**src/rtl/alu_seq.sv**
```systemverilog
// alu_seq: multi-cycle ALU with a registered carry flag, a zero flag,
// iterative shifts, an iterative shift-add multiplier and valid/ready
// handshakes on both sides. Only one operation is in flight at a time.
module alu_seq #(
  parameter int WIDTH = 8
) (
  input  logic             clk_i,
  input  logic             rst_n_i,
  input  logic             valid_i,
  output logic             ready_o,
  input  logic [3:0]       op_i,
  input  logic             cf_sel_i,
  input  logic [WIDTH-1:0] oprnd_0_i,
  input  logic [WIDTH-1:0] oprnd_1_i,
  output logic             valid_o,
  input  logic             ready_i,
  output logic [WIDTH-1:0] alu_result_o,
  output logic [WIDTH-1:0] alu_result_hi_o,
  output logic             cf_o,
  output logic             zf_o,
  output logic             err_o
);

  localparam int SHW = $clog2(WIDTH);

  localparam logic [3:0] OP_ADD = 4'd0;
  localparam logic [3:0] OP_SUB = 4'd1;
  localparam logic [3:0] OP_AND = 4'd2;
  localparam logic [3:0] OP_OR  = 4'd3;
  localparam logic [3:0] OP_XOR = 4'd4;
  localparam logic [3:0] OP_INV = 4'd5;
  localparam logic [3:0] OP_SHL = 4'd6;
  localparam logic [3:0] OP_SHR = 4'd7;
  localparam logic [3:0] OP_SAR = 4'd8;
  localparam logic [3:0] OP_MUL = 4'd9;

  // Counter is one bit wider than a shift distance so it can hold WIDTH
  // (WIDTH is a power of two, so WIDTH == 1 << SHW).
  localparam logic [SHW:0]       CNT_ONE  = {{SHW{1'b0}}, 1'b1};
  localparam logic [SHW:0]       CNT_W    = {1'b1, {SHW{1'b0}}};
  localparam logic [SHW-1:0]     DIST_0   = {SHW{1'b0}};
  localparam logic [WIDTH-1:0]   ZERO_W   = {WIDTH{1'b0}};

  typedef enum logic [1:0] {
    ST_IDLE  = 2'd0,
    ST_SHIFT = 2'd1,
    ST_MUL   = 2'd2,
    ST_DONE  = 2'd3
  } state_t;

  // Zero flag covers both result halves.
  function automatic logic f_is_zero(input logic [WIDTH-1:0] lo,
                                     input logic [WIDTH-1:0] hi);
    f_is_zero = ((lo | hi) == ZERO_W);
  endfunction

  // Registered state and outputs
  state_t             r_state;
  logic               r_ready;
  logic               r_valid;
  logic               r_cf;
  logic               r_zf;
  logic               r_err;
  logic [WIDTH-1:0]   r_res;
  logic [WIDTH-1:0]   r_res_hi;
  logic [WIDTH-1:0]   r_work;    // shift working value, or multiplicand
  logic [3:0]         r_op;
  logic [SHW:0]       r_cnt;
  logic [2*WIDTH-1:0] r_acc;     // {partial product high, remaining multiplier}

  // Combinational datapath
  logic               w_accept;
  logic               w_cin;
  logic               w_is_shift;
  logic [SHW-1:0]     w_dist;
  logic [WIDTH:0]     w_add;
  logic [WIDTH:0]     w_sub;
  logic [WIDTH-1:0]   w_alu_res;
  logic               w_alu_cf;
  logic               w_alu_err;
  logic [WIDTH-1:0]   w_shift_next;
  logic               w_shift_out;
  logic [WIDTH:0]     w_mul_sum;
  logic [2*WIDTH-1:0] w_mul_next;
  logic               w_fin;
  logic [WIDTH-1:0]   w_fin_lo;
  logic [WIDTH-1:0]   w_fin_hi;
  logic               w_fin_cf;
  logic               w_fin_err;

  assign w_accept   = (r_state == ST_IDLE) & r_ready & valid_i;
  assign w_dist     = oprnd_1_i[SHW-1:0];
  assign w_is_shift = (op_i == OP_SHL) | (op_i == OP_SHR) | (op_i == OP_SAR);
  assign w_cin      = cf_sel_i & r_cf;

  // Single-cycle ALU result and flags for the request presented at the inputs
  always_comb begin
    w_add     = {1'b0, oprnd_0_i} + {1'b0, oprnd_1_i} + {ZERO_W, w_cin};
    w_sub     = {1'b0, oprnd_0_i} - {1'b0, oprnd_1_i} - {ZERO_W, w_cin};
    w_alu_res = ZERO_W;
    w_alu_cf  = r_cf;
    w_alu_err = 1'b0;
    case (op_i)
      OP_ADD: begin
        w_alu_res = w_add[WIDTH-1:0];
        w_alu_cf  = w_add[WIDTH];
      end
      OP_SUB: begin
        // The extra top bit of the wide difference is the borrow.
        w_alu_res = w_sub[WIDTH-1:0];
        w_alu_cf  = w_sub[WIDTH];
      end
      OP_AND: w_alu_res = oprnd_0_i & oprnd_1_i;
      OP_OR:  w_alu_res = oprnd_0_i | oprnd_1_i;
      OP_XOR: w_alu_res = oprnd_0_i ^ oprnd_1_i;
      OP_INV: w_alu_res = ~oprnd_0_i;
      // Zero-distance shifts finish immediately with operand a unchanged.
      OP_SHL, OP_SHR, OP_SAR, OP_MUL: w_alu_res = oprnd_0_i;
      default: begin
        w_alu_res = ZERO_W;
        w_alu_err = 1'b1;
      end
    endcase
  end

  // One-bit shift step applied to the working value while in SHIFT
  always_comb begin
    w_shift_next = r_work;
    w_shift_out  = 1'b0;
    case (r_op)
      OP_SHL: begin
        w_shift_next = {r_work[WIDTH-2:0], 1'b0};
        w_shift_out  = r_work[WIDTH-1];
      end
      OP_SHR: begin
        w_shift_next = {1'b0, r_work[WIDTH-1:1]};
        w_shift_out  = r_work[0];
      end
      OP_SAR: begin
        w_shift_next = {r_work[WIDTH-1], r_work[WIDTH-1:1]};
        w_shift_out  = r_work[0];
      end
      default: begin
        w_shift_next = r_work;
        w_shift_out  = 1'b0;
      end
    endcase
  end

  // One shift-add multiplier iteration: add multiplicand when the current
  // multiplier bit is set, then shift the whole accumulator right by one
  always_comb begin
    w_mul_sum  = {1'b0, r_acc[2*WIDTH-1:WIDTH]}
               + ({(WIDTH+1){r_acc[0]}} & {1'b0, r_work});
    w_mul_next = {w_mul_sum, r_acc[WIDTH-1:1]};
  end

  // Decide whether this edge enters DONE, and with which result and flags
  always_comb begin
    w_fin     = 1'b0;
    w_fin_lo  = w_alu_res;
    w_fin_hi  = ZERO_W;
    w_fin_cf  = r_cf;
    w_fin_err = 1'b0;
    case (r_state)
      ST_IDLE: begin
        if (w_accept && (op_i != OP_MUL) && !(w_is_shift && (w_dist != DIST_0))) begin
          w_fin     = 1'b1;
          w_fin_lo  = w_alu_res;
          w_fin_cf  = w_alu_cf;
          w_fin_err = w_alu_err;
        end else begin
          w_fin     = 1'b0;
        end
      end
      ST_SHIFT: begin
        w_fin    = (r_cnt == CNT_ONE);
        w_fin_lo = w_shift_next;
        w_fin_cf = w_shift_out;
      end
      ST_MUL: begin
        w_fin    = (r_cnt == CNT_ONE);
        w_fin_lo = w_mul_next[WIDTH-1:0];
        w_fin_hi = w_mul_next[2*WIDTH-1:WIDTH];
        w_fin_cf = |w_mul_next[2*WIDTH-1:WIDTH];
      end
      default: begin
        w_fin    = 1'b0;
      end
    endcase
  end

  // Control FSM, iteration registers and registered result/flag outputs
  always_ff @(posedge clk_i or negedge rst_n_i) begin
    if (!rst_n_i) begin
      r_state  <= ST_IDLE;
      r_ready  <= 1'b0;
      r_valid  <= 1'b0;
      r_cf     <= 1'b0;
      r_zf     <= 1'b0;
      r_err    <= 1'b0;
      r_res    <= ZERO_W;
      r_res_hi <= ZERO_W;
      r_work   <= ZERO_W;
      r_op     <= 4'd0;
      r_cnt    <= {(SHW+1){1'b0}};
      r_acc    <= {(2*WIDTH){1'b0}};
    end else begin
      case (r_state)
        ST_IDLE: begin
          if (w_accept) begin
            r_ready <= 1'b0;
            r_op    <= op_i;
            r_work  <= oprnd_0_i;
            r_acc   <= {ZERO_W, oprnd_1_i};
            if (w_fin) begin
              r_state <= ST_DONE;
            end else if (op_i == OP_MUL) begin
              r_state <= ST_MUL;
              r_cnt   <= CNT_W;
            end else begin
              r_state <= ST_SHIFT;
              r_cnt   <= {1'b0, w_dist};
            end
          end else begin
            // Ready rises on the first edge after reset and stays up in IDLE.
            r_ready <= 1'b1;
          end
        end
        ST_SHIFT: begin
          r_work <= w_shift_next;
          r_cnt  <= r_cnt - CNT_ONE;
          if (w_fin) begin
            r_state <= ST_DONE;
          end else begin
            r_state <= ST_SHIFT;
          end
        end
        ST_MUL: begin
          r_acc <= w_mul_next;
          r_cnt <= r_cnt - CNT_ONE;
          if (w_fin) begin
            r_state <= ST_DONE;
          end else begin
            r_state <= ST_MUL;
          end
        end
        ST_DONE: begin
          // Hold everything until downstream takes the result; valid_i is
          // not looked at here, so nothing is accepted on the retire edge.
          if (ready_i) begin
            r_state <= ST_IDLE;
            r_valid <= 1'b0;
            r_ready <= 1'b1;
          end else begin
            r_state <= ST_DONE;
          end
        end
        default: begin
          r_state <= ST_IDLE;
          r_valid <= 1'b0;
          r_ready <= 1'b0;
        end
      endcase

      // Result registers and cf change only on entry to DONE.
      if (w_fin) begin
        r_res    <= w_fin_lo;
        r_res_hi <= w_fin_hi;
        r_cf     <= w_fin_cf;
        r_zf     <= f_is_zero(w_fin_lo, w_fin_hi);
        r_err    <= w_fin_err;
        r_valid  <= 1'b1;
      end
    end
  end

  assign ready_o         = r_ready;
  assign valid_o         = r_valid;
  assign alu_result_o    = r_res;
  assign alu_result_hi_o = r_res_hi;
  assign cf_o            = r_cf;
  assign zf_o            = r_zf;
  assign err_o           = r_err;

endmodule

```
**config.mk**
```make
export PLATFORM = sky130hd
export DESIGN_NAME = alu_seq
export DESIGN_NICKNAME = d
export VERILOG_FILES = /design/src/rtl/alu_seq.sv
export SDC_FILE = /design/constraint.sdc
export NUM_CORES = 1
export LEC_CHECK = 0
export ABC_AREA = 1
export CAP_MARGIN = 20
export CELL_PAD_IN_SITES_DETAIL_PLACEMENT = 0
export CELL_PAD_IN_SITES_GLOBAL_PLACEMENT = 2
export CORE_MARGIN = 1
export CORE_UTILIZATION = 29
export CTS_CLUSTER_SIZE = 8
export DETAILED_ROUTE_END_ITERATION = 6
export PLACE_DENSITY_LB_ADDON = 0.1
export SLEW_MARGIN = 20
export SYNTH_ARGS = -nofsm -noshare
export SYNTH_HDL_FRONTEND = slang
export SYNTH_SLANG_ARGS = --single-unit
```
**constraint.sdc**
```tcl
create_clock -name clk_i -period 2.4 [get_ports clk_i]
set_clock_uncertainty 0.15 [all_clocks]
set_input_delay 0.24 -clock clk_i [delete_from_list [all_inputs] [get_ports clk_i]]
set_output_delay 0.24 -clock clk_i [all_outputs]
set_load 0.005 [all_outputs]
```
==> flow_metrics.py <==
metrics = {
    "clock_tree": {
        "path_clk_slew_ns": 0.08,
        "cts_root_buf": "clkbuf_16",
        "clock_path_buffers": 2,
        "cts_tree": "built",
        "cts_max_level": 2,
        "cts_sinks": 55,
        "numCtsBuffers": 5,
        "insertion_delay_ns": 0.30,
    },
    "yosys": {
        "synth_seq_cells": 55,
        "synth.distinct_cells": 36,
        "synth_edf_count": 0,
        "yosysSeqAreaShare_pct": 27.99,
        "synth_top_area_share_pct": 27.99,
        "syn_avg_cell_area_um2": 6.504,
        "synth_area_leaders": "dfrtp_1 (28%), nand2_1 (18%), ha_1 (11%)",
        "netlist_instances": 756,
        "synthArstFlopShare_pct": 100.0,
        "synth_fp_nets": 830,
        "ys_warn_count": 0,
        "syn_area_um2": 4917,
        "synth-main-ff-cell": "dfrtp_1",
        "synth_area_leader_cell": "dfrtp_1",
    },
    "setup_path": {
        "cp-end-kind": "flop",
        "worstPathRequired_ns": 2.49,
        "startpoint_type": "flop",
        "crit_chain": "nand2_2 > inv_2 > fa_2 > inv_2 > ha_4 > o21ai_2 > nand2_1 > nand2_1 > nand3_1 > nand3_2 > nand3_2 > nand2_2 > nand2_1 > nor2_1 > nand4_1 > nand2_1",
        "cp_max_fo": 2,
        "cpPeakStageDelay_ns": 0.55,
        "crit_top_cell": "nand2_1",
        "crit_slowest_cell": "fa_2",
        "criticalPathCategory": "reg2reg",
        "crit_arrival_ns": 2.59,
    },
    "timing": {
        "hold_viol": 0,
        "relSlewSlack_pct": 58.62,
        "setup_viol": 2,
        "final.period_utilization_pct": 104.1,
        "slew_violations": 0,
        "fin_crit_ns": 2.497,
        "worst_hold_slack_ns": 0.3367,
        "setup_slack_ns": -0.09729,
        "tightestPinTransition_ns": 0.6207,
        "fmax_mhz": 400.4,
        "rsz0062_at_grt": "true",
    },
    "floorplanning": {
        "die_x_um": 132.2,
        "dieHeight_um": 132.2,
        "core_um2": 16580,
        "rows": 47,
        "initial_core_util_pct": 29.65,
        "die-area_um2": 17480,
        "pin_count": 46,
    },
    "cells_and_area": {
        "drive_above_1_share_pct": 22.54,
        "diodes": 0,
        "fin_util_pct": 41.72,
        "areaGrowthSynthToFinish_pct": 40.71,
        "design_area_um2": 6919,
        "nNetsFinal": 987,
    },
    "hold_path": {
        "hold_path_class": "in2async",
    },
    "power": {
        "leakage_nw": 3.597,
        "power_density_nw_per_um2": 1031,
        "power_mw": 7.137,
        "ir_drop_mv": 0.4993,
    },
    "run_status": {
        "outcome": "finished with violations",
        "violations": "setup timing",
    },
    "grt": {
        "grt_pass1_vias": 5266,
        "grt_max_degree": 25,
        "antenna_found_initial": 0,
        "grt_overflow": 0,
        "grt_pass1_wl_mm": 28.79,
        "track_usage_pct": 21.45,
    },
    "route": {
        "dr.pass1.iters": 5,
        "wl_per_cell_um": 15.94,
        "drc_errors": 0,
        "drt_iter0_drc": 234,
        "via_per_inst": 4.737,
        "postRouteAntennaNets": 0,
        "routed-via-count": 5372,
        "wirelength_mm": 18.07,
    },
    "placement": {
        "dpl-instance-area_um2": 6475,
        "routabilityCongestion": 0.8553,
        "dp_hpwl_mm": 15.17,
        "io_buffers": 45,
        "dp_slack_ns": -0.6187,
    },
    "flow_run": {
        "maxCapViolCount": 0,
    },
}
==> layer usage <==
layer  wire [µm]  vias up  track usage (%)
met3         446       24            1.845
met2        9337       98            39.80
met5           0        -                0
met4         476        0            6.450
li1            -     2745                -
met1        7809     2505            26.18
==> through the flow <==
step                std cells  TNS (ns)
floorplan                 756         0
global placement         1123    -4.255
detailed placement       1123    -4.629
CTS                      1133   -0.2593
global route             1134   -0.8760
finish                   1134   -0.1210
==> power breakdown <==
group	switching, mW	total (mW)	internal, mW
clock	0.371	0.868	0.497
sequential	0.349	1.70	1.35
combinational	2.61	4.57	1.96
total	3.33	7.14	3.81
==> flip-flops by register name, indices dropped and copies added, names as in the netlist, 2 cells and up <==
name / count
r_state: 2
r_cnt: 4
r_work: 8
alu_result_hi_o: 8
r_op: 4
r_acc: 16
alu_result_o: 8
==> placed cells by master (no fill, tap or decap), types with 2 or more instances in the layout <==
master and count:
nand3b_1 7, inv_1 100, a21oi_2 5, nor2_4 2
o21ai_1 8, nand2_1 231, dfrtp_1 55, clkdlybuf4s50_1 40
clkbuf_16 5, nand2_2 14, buf_12 3, o21ai_0 33
fa_2 4, o21ai_2 3, nand4_1 17, inv_2 13
o22ai_1 3, or2_2 2, ha_1 34, buf_4 115
o21a_1 2, nor2_2 10, ha_4 8, nand3_2 12
nor2_1 58, ha_2 2, a31oi_1 16, dlygate4sd2_1 2
dlymetal6s2s_1 2, a21oi_1 21, nand2_4 2, nor3_1 4
nand3_1 64
==> timing repair <==
item / CTS / global route
buffers inserted: 1 / 1
hold buffers: 1 / 0
hold endpoints to repair: 21 / 0
pin swaps: 6 / 7
gates resized for setup: 23 / 41
gates cloned: 0 / 0
endpoints found under the setup margin: 10 / 16
==> cells by family after synthesis <==
| family | after synthesis | synth area share [%] |
|---|---|---|
| AO/OA/AOI/OAI | 95 | 10.61 |
| XOR/XNOR | 3 | 0.5344 |
| adder cells (fa/ha/maj) | 49 | 13.23 |
| buffers and inverters | 128 | 10.23 |
| flip-flops | 55 | 27.99 |
| AND/OR/NAND/NOR | 426 | 37.40 |
==> Yosys cell counts (3+ instances only) <==
master / n
o22ai_1: 3
o21ai_1: 6
fa_1: 5
nor2_1: 63
nand3_1: 75
nand3b_1: 7
clkbuf_1: 11
a21oi_1: 25
inv_1: 105
nand2_2: 6
o21ai_0: 38
dfrtp_1: 55
nand4_1: 17
nand2_1: 239
a31oi_1: 16
inv_2: 8
nor2_2: 6
ha_1: 44
nor3_1: 4
==> final cells by class <==
type / count / area (µm²)
Inverter: 113 / 424.2
Multi-Input combinational cell: 573 / 3279
Clock buffer: 5 / 125.1
Clock inverter: 3 / 46.29
Tap cell: 220 / 275.3
Fill cell: 1827 / 9664
Sequential cell: 55 / 1376
Timing Repair Buffer: 165 / 1393
==> worst paths after layout <==
kind	startpoint	end	depth (start not counted)	slack, ns
worst max register to register	cf_o$_DFFE_PN0P_	zf_o$_DFFE_PN0P_	16	-0.1
worst max-delay path	cf_o$_DFFE_PN0P_	zf_o$_DFFE_PN0P_	16	-0.1
worst min-delay path	rst_n_i	r_acc[12]$_DFFE_PN0P_	2	0.34
max in group asynchronous	rst_n_i	zf_o$_DFFE_PN0P_	3	1.17
min in group clk_i	alu_result_hi_o[1]$_DFFE_PN0P_	alu_result_hi_o[1]$_DFFE_PN0P_	2	0.34
worst min register to register	alu_result_hi_o[1]$_DFFE_PN0P_	alu_result_hi_o[1]$_DFFE_PN0P_	2	0.34
==> critical path: cells and delay by family, from the launching register on <==
kind	cells	cell delay, ns
compound gates	1	0.13
fa+ha+maj	2	0.71
buf+inv	2	0.10
flops	1	0.41
simple gates	11	0.94
No activity file was read; power rests on OpenSTA's default activity.
